$ cat config.mk
export PLATFORM = sky130hd
export DESIGN_NAME = alu_sequencer
export DESIGN_NICKNAME = d
export VERILOG_FILES = /design/src/rtl/alu_sequencer.sv
export SDC_FILE = /design/constraint.sdc
export NUM_CORES = 1
export LEC_CHECK = 0
export BUFFER_PORTS_ARGS = -buffer_cell sky130_fd_sc_hd__buf_4
export CAP_MARGIN = 0
export CELL_PAD_IN_SITES_DETAIL_PLACEMENT = 1
export CELL_PAD_IN_SITES_GLOBAL_PLACEMENT = 1
export CORE_UTILIZATION = 38
export CTS_CLUSTER_SIZE = 28
export DETAILED_ROUTE_END_ITERATION = 16
export PLACE_DENSITY_LB_ADDON = 0.1
export SYNTH_ARGS = -nofsm -noshare
export SYNTH_HDL_FRONTEND = slang
export SYNTH_SLANG_ARGS = --single-unit
$ cat constraint.sdc
create_clock -name clk -period 2.9 [get_ports clk]
set_input_delay 0.58 -clock clk [delete_from_list [all_inputs] [get_ports clk]]
set_output_delay 0.58 -clock clk [all_outputs]
set_load 0.01 [all_outputs]
$ cat src/rtl/alu_sequencer.sv
// Multi-cycle control sequencer: fetches RV32I words and drives ALU/regfile controls for ADD, ADDI and BNE.
// Latency: 4 cycles per instruction minimum (FETCH, DECODE, EXECUTE, PCUPD), plus one cycle per stalled fetch cycle.
// Backpressure: FETCH waits indefinitely for instr_valid; instr_valid is ignored in every other state.
module alu_sequencer #(
  parameter int                    ADDR_WIDTH          = 32,
  parameter int                    DATA_WIDTH          = 32,
  parameter int                    REG_FILE_ADDR_WIDTH = 5,
  parameter logic [ADDR_WIDTH-1:0] RESET_PC            = '0
) (
  input  logic                           clk,
  input  logic                           rst_n,
  output logic                           instr_req,
  output logic [ADDR_WIDTH-1:0]          instr_addr,
  input  logic                           instr_valid,
  input  logic [DATA_WIDTH-1:0]          instr_data,
  input  logic                           Zero,
  output logic                           ALUsrc,
  output logic                           ALUctrl,
  output logic [REG_FILE_ADDR_WIDTH-1:0] AD1,
  output logic [REG_FILE_ADDR_WIDTH-1:0] AD2,
  output logic [REG_FILE_ADDR_WIDTH-1:0] AD3,
  output logic                           WE3,
  output logic [DATA_WIDTH-1:0]          ImmOp,
  output logic [ADDR_WIDTH-1:0]          pc,
  output logic                           illegal
);

  typedef enum logic [2:0] {FETCH, DECODE, EXECUTE, PCUPD, ERROR} state_t;

  state_t                state, state_nxt;
  logic [DATA_WIDTH-1:0] ir;
  logic                  is_bne;
  logic                  taken;

  // Instruction field decode from the latched instruction register
  logic [6:0]            opcode, funct7;
  logic [2:0]            funct3;
  logic                  dec_add, dec_addi, dec_bne, dec_legal;
  logic [DATA_WIDTH-1:0] imm_i, imm_b;

  assign opcode    = ir[6:0];
  assign funct3    = ir[14:12];
  assign funct7    = ir[31:25];
  assign dec_add   = (opcode == 7'b0110011) && (funct3 == 3'b000) && (funct7 == 7'b0000000);
  assign dec_addi  = (opcode == 7'b0010011) && (funct3 == 3'b000);
  assign dec_bne   = (opcode == 7'b1100011) && (funct3 == 3'b001);
  assign dec_legal = dec_add || dec_addi || dec_bne;
  assign imm_i     = {{(DATA_WIDTH-12){ir[31]}}, ir[31:20]};
  assign imm_b     = {{(DATA_WIDTH-13){ir[31]}}, ir[31], ir[7], ir[30:25], ir[11:8], 1'b0};

  // The fetch address is the program counter register itself
  assign instr_addr = pc;

  // State register
  always_ff @(posedge clk or negedge rst_n) begin
    if (!rst_n) state <= FETCH;
    else        state <= state_nxt;
  end

  // Next-state logic; ERROR is only left through reset
  always_comb begin
    state_nxt = state;
    case (state)
      FETCH:   if (instr_valid) state_nxt = DECODE;
      DECODE:  state_nxt = dec_legal ? EXECUTE : ERROR;
      EXECUTE: state_nxt = PCUPD;
      PCUPD:   state_nxt = FETCH;
      ERROR:   state_nxt = ERROR;
      default: state_nxt = FETCH;
    endcase
  end

  // Fetch request registered from the next state so it is high in exactly the FETCH cycles
  always_ff @(posedge clk or negedge rst_n) begin
    if (!rst_n) instr_req <= 1'b1;
    else        instr_req <= (state_nxt == FETCH);
  end

  // Datapath controls, IR, branch resolution and PC; WE3 defaults low so it pulses for EXECUTE only
  always_ff @(posedge clk or negedge rst_n) begin
    if (!rst_n) begin
      ir      <= '0;
      pc      <= RESET_PC;
      illegal <= 1'b0;
      WE3     <= 1'b0;
      ALUsrc  <= 1'b0;
      ALUctrl <= 1'b0;
      AD1     <= '0;
      AD2     <= '0;
      AD3     <= '0;
      ImmOp   <= '0;
      is_bne  <= 1'b0;
      taken   <= 1'b0;
    end else begin
      WE3 <= 1'b0;
      case (state)
        FETCH: begin
          if (instr_valid) ir <= instr_data;
        end
        DECODE: begin
          if (dec_legal) begin
            AD1     <= REG_FILE_ADDR_WIDTH'(ir[19:15]);
            AD2     <= REG_FILE_ADDR_WIDTH'(ir[24:20]);
            AD3     <= REG_FILE_ADDR_WIDTH'(ir[11:7]);
            ImmOp   <= dec_addi ? imm_i : (dec_bne ? imm_b : '0);
            ALUsrc  <= dec_addi;
            ALUctrl <= dec_bne;
            is_bne  <= dec_bne;
            // x0 is hardwired, so a write to it is suppressed here
            WE3     <= !dec_bne && (ir[11:7] != 5'd0);
          end else begin
            illegal <= 1'b1;
          end
        end
        EXECUTE: begin
          taken <= is_bne && !Zero;
        end
        PCUPD: begin
          pc <= taken ? pc + ADDR_WIDTH'(ImmOp) : pc + ADDR_WIDTH'(4);
        end
        default: ;
      endcase
    end
  end

endmodule

==> flow_summary.html <==
<table>
<tr><th>Metric</th><th>Value</th></tr>
<tr><th colspan="2">Worst setup path</th></tr>
<tr><td>Worst Path Arrival</td><td>2.96 ns</td></tr>
<tr><td>Category of the worst setup path launch point</td><td>flip-flop</td></tr>
<tr><td>Sum of buffers and inverters on the critical path</td><td>1</td></tr>
<tr><td>CP Data Required Time</td><td>3.13 ns</td></tr>
<tr><td>Library cell appearing most often on the critical path</td><td>sky130_fd_sc_hd__a211o_1</td></tr>
<tr><td>Standard cell with the maximum stage delay on the critical path</td><td>sky130_fd_sc_hd__fa_1</td></tr>
<tr><td>Critical Path, Cell by Cell</td><td>ha_1 -&gt; inv_1 -&gt; fa_1 -&gt; nor2b_1 -&gt; o21ai_0 -&gt; a21o_1 -&gt; a21bo_2 -&gt; a211o_1 -&gt; a211o_1 -&gt; a211oi_1 -&gt; nor3b_1</td></tr>
<tr><td>Worst Setup End Kind</td><td>flip-flop</td></tr>
<tr><td>Critical path's top delay family</td><td>compound AO/OA/AOI/OAI gates</td></tr>
<tr><td>Biggest fanout along the worst timing path</td><td>5</td></tr>
<tr><td>Stage delay of the slowest cell on the critical path</td><td>0.41 ns</td></tr>
<tr><td>Critical path class</td><td>flip-flop to flip-flop</td></tr>
<tr><th colspan="2">Global routing</th></tr>
<tr><td>First-pass GRT wire length</td><td>34200 um</td></tr>
<tr><td>Initial antenna violation count</td><td>0</td></tr>
<tr><td>Maximum number of pins on one net before global-route repair</td><td>47</td></tr>
<tr><td>GRT Util Overall</td><td>0.237</td></tr>
<tr><td>Number of global-route vias before repair</td><td>6395</td></tr>
<tr><td>Overflow left after global routing</td><td>0</td></tr>
<tr><th colspan="2">Routing</th></tr>
<tr><td>Vias post-DR</td><td>6145</td></tr>
<tr><td>Mean number of vias per cell</td><td>5.71</td></tr>
<tr><td>First-pass iteration count of the detailed router</td><td>4</td></tr>
<tr><td>Total routed wirelength</td><td>21300 um</td></tr>
<tr><td>Average routed wire per standard cell</td><td>19.8 um</td></tr>
<tr><td>Remaining DRCs</td><td>0</td></tr>
<tr><td>Final ANT Viol Nets</td><td>0</td></tr>
<tr><td>First DRT Iteration DRCs</td><td>230</td></tr>
<tr><th colspan="2">Clock network</th></tr>
<tr><td>Maximum clock path buffer count</td><td>2</td></tr>
<tr><td>Number of levels in the clock H-tree</td><td>3</td></tr>
<tr><td>Register clock-pin slew on the reported worst setup and hold paths</td><td>0.08 ns</td></tr>
<tr><td>Cell at the root of the clock tree</td><td>sky130_fd_sc_hd__clkbuf_16</td></tr>
<tr><td>Clock tree from TritonCTS</td><td>yes</td></tr>
<tr><td>Clock latency on the worst-skew pair</td><td>0.36 ns</td></tr>
<tr><td>Inserted Clock Buffers</td><td>9</td></tr>
<tr><td>Clock Sinks</td><td>101</td></tr>
<tr><td>Number of hold buffers added after cts</td><td>0</td></tr>
<tr><th colspan="2">Power</th></tr>
<tr><td>Leakage component of the power</td><td>4.30 nW</td></tr>
<tr><td>Power density over the cells</td><td>494 mW/mm^2</td></tr>
<tr><td>Worst vdd ir</td><td>0.421 mV</td></tr>
<tr><th colspan="2">Min path</th></tr>
<tr><td>Path class of the lowest-slack min-delay path</td><td>input port to asynchronous set/reset pin</td></tr>
<tr><th colspan="2">Die</th></tr>
<tr><td>Floorplan die area</td><td>0.0186 mm^2</td></tr>
<tr><td>Initial core utilization</td><td>0.393</td></tr>
<tr><td>Die width</td><td>136 um</td></tr>
<tr><td>Number of top-level design ports</td><td>152</td></tr>
<tr><td>Standard cell core area</td><td>0.0175 mm^2</td></tr>
<tr><td>Cell row count</td><td>48</td></tr>
<tr><td>Vertical die dimension</td><td>136 um</td></tr>
<tr><th colspan="2">Synthesis</th></tr>
<tr><td>Synth area leaders</td><td>sky130_fd_sc_hd__dfrtp_1 36%, sky130_fd_sc_hd__mux2_2 7.5%, sky130_fd_sc_hd__ha_1 5.8%</td></tr>
<tr><td>Register bit total from synthesis</td><td>101</td></tr>
<tr><td>Dominant cell type by area after synthesis</td><td>sky130_fd_sc_hd__dfrtp_1</td></tr>
<tr><td>Post-synth ARST share</td><td>1.00</td></tr>
<tr><td>Synthesized area</td><td>0.00687 mm^2</td></tr>
<tr><td>Post-synth EDFFs</td><td>0</td></tr>
<tr><td>Unique cell type count in the Yosys netlist</td><td>72</td></tr>
<tr><td>Synth Warn #</td><td>0</td></tr>
<tr><td>Share of the synthesized area in the top cell type</td><td>0.364</td></tr>
<tr><td>Average footprint of a synthesized cell</td><td>9.41 um^2</td></tr>
<tr><td>Number of standard cells after synthesis</td><td>730</td></tr>
<tr><td>Part of the Yosys area used for sequential elements</td><td>0.368</td></tr>
<tr><td>Synthesized netlist net count</td><td>799</td></tr>
<tr><td>Main synth FF type</td><td>sky130_fd_sc_hd__dfrtp_1</td></tr>
<tr><th colspan="2">Timing</th></tr>
<tr><td>Transition time at the pin with the least slew margin</td><td>0.811 ns</td></tr>
<tr><td>Setup violators final</td><td>0</td></tr>
<tr><td>Total count of hold-check failures in the final report</td><td>0</td></tr>
<tr><td>Final critical delay including setup and external delays</td><td>2.73 ns</td></tr>
<tr><td>Final Skew</td><td>0.0113 ns</td></tr>
<tr><td>Sum Neg Setup Slack</td><td>0 ns</td></tr>
<tr><td>Peak Freq</td><td>366 MHz</td></tr>
<tr><td>Period utilization</td><td>0.942</td></tr>
<tr><td>Hold slack</td><td>0.256 ns</td></tr>
<tr><td>Final max-slew violation count</td><td>0</td></tr>
<tr><td>Worst rel slew slack</td><td>0.459</td></tr>
<tr><th colspan="2">Finish</th></tr>
<tr><td>P&amp;R area growth vs syn</td><td>22.3%</td></tr>
<tr><td>Ratio of cells with drive above 1 in the final layout</td><td>0.323</td></tr>
<tr><td>Number of nets in the finished design</td><td>916</td></tr>
<tr><td>Antenna diode instance count</td><td>0</td></tr>
<tr><th colspan="2">Placed design</th></tr>
<tr><td>Post-DP HPWL</td><td>16000 um</td></tr>
<tr><td>Final weighted congestion in routability-driven placement</td><td>0.872</td></tr>
<tr><td>IO Port Bufs</td><td>151</td></tr>
<tr><th colspan="2">Run status</th></tr>
<tr><td>Run status</td><td>finished clean</td></tr>
<tr><th colspan="2">Run</th></tr>
<tr><td>Number of max-cap violations</td><td>0</td></tr>
</table>
## Yosys cell counts (all sizes together), types with 3 or more instances
master and n:
o21ai 41, ha 32, nand2 46, nor2b 7
a41oi 3, a21oi 47, inv 11, and2 5
nand2b 9, o22a 6, nand3b 5, o31ai 8
o211ai 3, o21bai 4, buf 56, mux2 46
o22ai 5, a31oi 17, a22o 7, or3 4
mux2i 8, xor2 10, nor4 8, a21o 27
nor3b 4, nor3 17, a211oi 7, xnor2 9
nor2 55, a32oi 3, nand4 15, clkbuf 30
o21a 9, o221ai 3, dfrtp 100, and3 12
nand3 19
## sequential cells by signal (all words and copies together) (netlist names)
name        flops
instr_req       1
ImmOp          13
AD2             5
state           3
WE3             1
instr_addr     32
AD3             5
is_bne          1
taken           1
AD1             5
ir             32
illegal         1
ALUsrc          1
## final timing paths
path                            cells after the start  slack (ns)              to           from
worst min-delay path                                1        0.26  instr_addr[13]          rst_n
min in group clk                                    2        0.45           ir[7]  instr_data[7]
worst max-delay path                               11        0.17  instr_addr[28]  instr_addr[0]
worst min register to register                      2        0.48          AD2[0]         AD2[0]
max in group asynchronous                           2        1.96           ir[5]          rst_n
worst max register to register                     11        0.17  instr_addr[28]  instr_addr[0]
## what timing repair did
item	4_1_cts	5_1_grt
buffers inserted	0	2
setup endpoints to repair	0	4
gates resized for setup	0	1
## logic make-up (layout without fill, tap and decap cells)
kind of cell / after synthesis / in the layout / synth area share
compound gates: 211 / 211 / 0.208
xor+xnor: 19 / 19 / 0.0242
fa+ha+maj: 33 / 33 / 0.0612
buf+inv: 97 / 219 / 0.0818
flops: 101 / 101 / 0.368
mux: 54 / 54 / 0.0871
simple gates: 215 / 215 / 0.170
## placed cells by master, fill, tap and decap left out, types with 8 or more instances in the layout
cell / instances
sky130_fd_sc_hd__xor2_1: 10
sky130_fd_sc_hd__and3_1: 11
sky130_fd_sc_hd__nand2b_1: 9
sky130_fd_sc_hd__mux2i_1: 8
sky130_fd_sc_hd__xnor2_1: 9
sky130_fd_sc_hd__nand2_1: 46
sky130_fd_sc_hd__dfrtp_1: 99
sky130_fd_sc_hd__a21o_1: 27
sky130_fd_sc_hd__ha_1: 32
sky130_fd_sc_hd__nor2_1: 54
sky130_fd_sc_hd__a21oi_1: 45
sky130_fd_sc_hd__o31ai_1: 8
sky130_fd_sc_hd__nand4_1: 12
sky130_fd_sc_hd__clkbuf_16: 9
sky130_fd_sc_hd__nand3_1: 19
sky130_fd_sc_hd__inv_1: 11
sky130_fd_sc_hd__mux2_2: 46
sky130_fd_sc_hd__a31oi_1: 17
sky130_fd_sc_hd__nor3_1: 17
sky130_fd_sc_hd__o21a_1: 9
sky130_fd_sc_hd__o21ai_0: 39
sky130_fd_sc_hd__buf_4: 190
## through the flow
stage | util | power [mW] | instance area, um^2 | worst slack (ns) | cells
2_1_floorplan | - | 2.57 | 6870 | 0.255 | 730
3_3_place_gp | 0.463 | 2.89 | 8090 | 0.153 | 1059
3_5_place_dp | 0.463 | 2.97 | 8090 | 0.0260 | 1059
4_1_cts | 0.479 | 4.20 | 8380 | 0.00634 | 1075
5_1_grt | 0.481 | 4.38 | 8400 | -0.0107 | 1077
6_report | 0.481 | 4.15 | 8400 | 0.169 | 1077
## layer usage
metal | vias up | share of wire | GRT usage
met3 | 23 | 0.055 | 0.0563
li1 | 2885 | - | -
met5 | - | 0 | 0
met2 | 143 | 0.49 | 0.403
met4 | 0 | 0.016 | 0.0630
met1 | 3094 | 0.44 | 0.299
## area by class of cell
| type | count | area [um^2] |
|---|---|---|
| fillers | 2034 | 9080 |
| multi-input cells | 532 | 3790 |
| flip-flops and latches | 101 | 2530 |
| repair buffers | 192 | 1470 |
| well taps | 225 | 282 |
| clock buffers | 10 | 229 |
| clock inverters | 6 | 57.6 |
| inverters | 11 | 41.3 |
## power breakdown
part,internal [mW],switching (mW),leakage (nW)
Sequential,1.70,0.246,1.31
Combinational,0.520,0.464,2.84
Clock,0.608,0.615,0.142
Note: power is estimated with default switching activity, not from simulation.
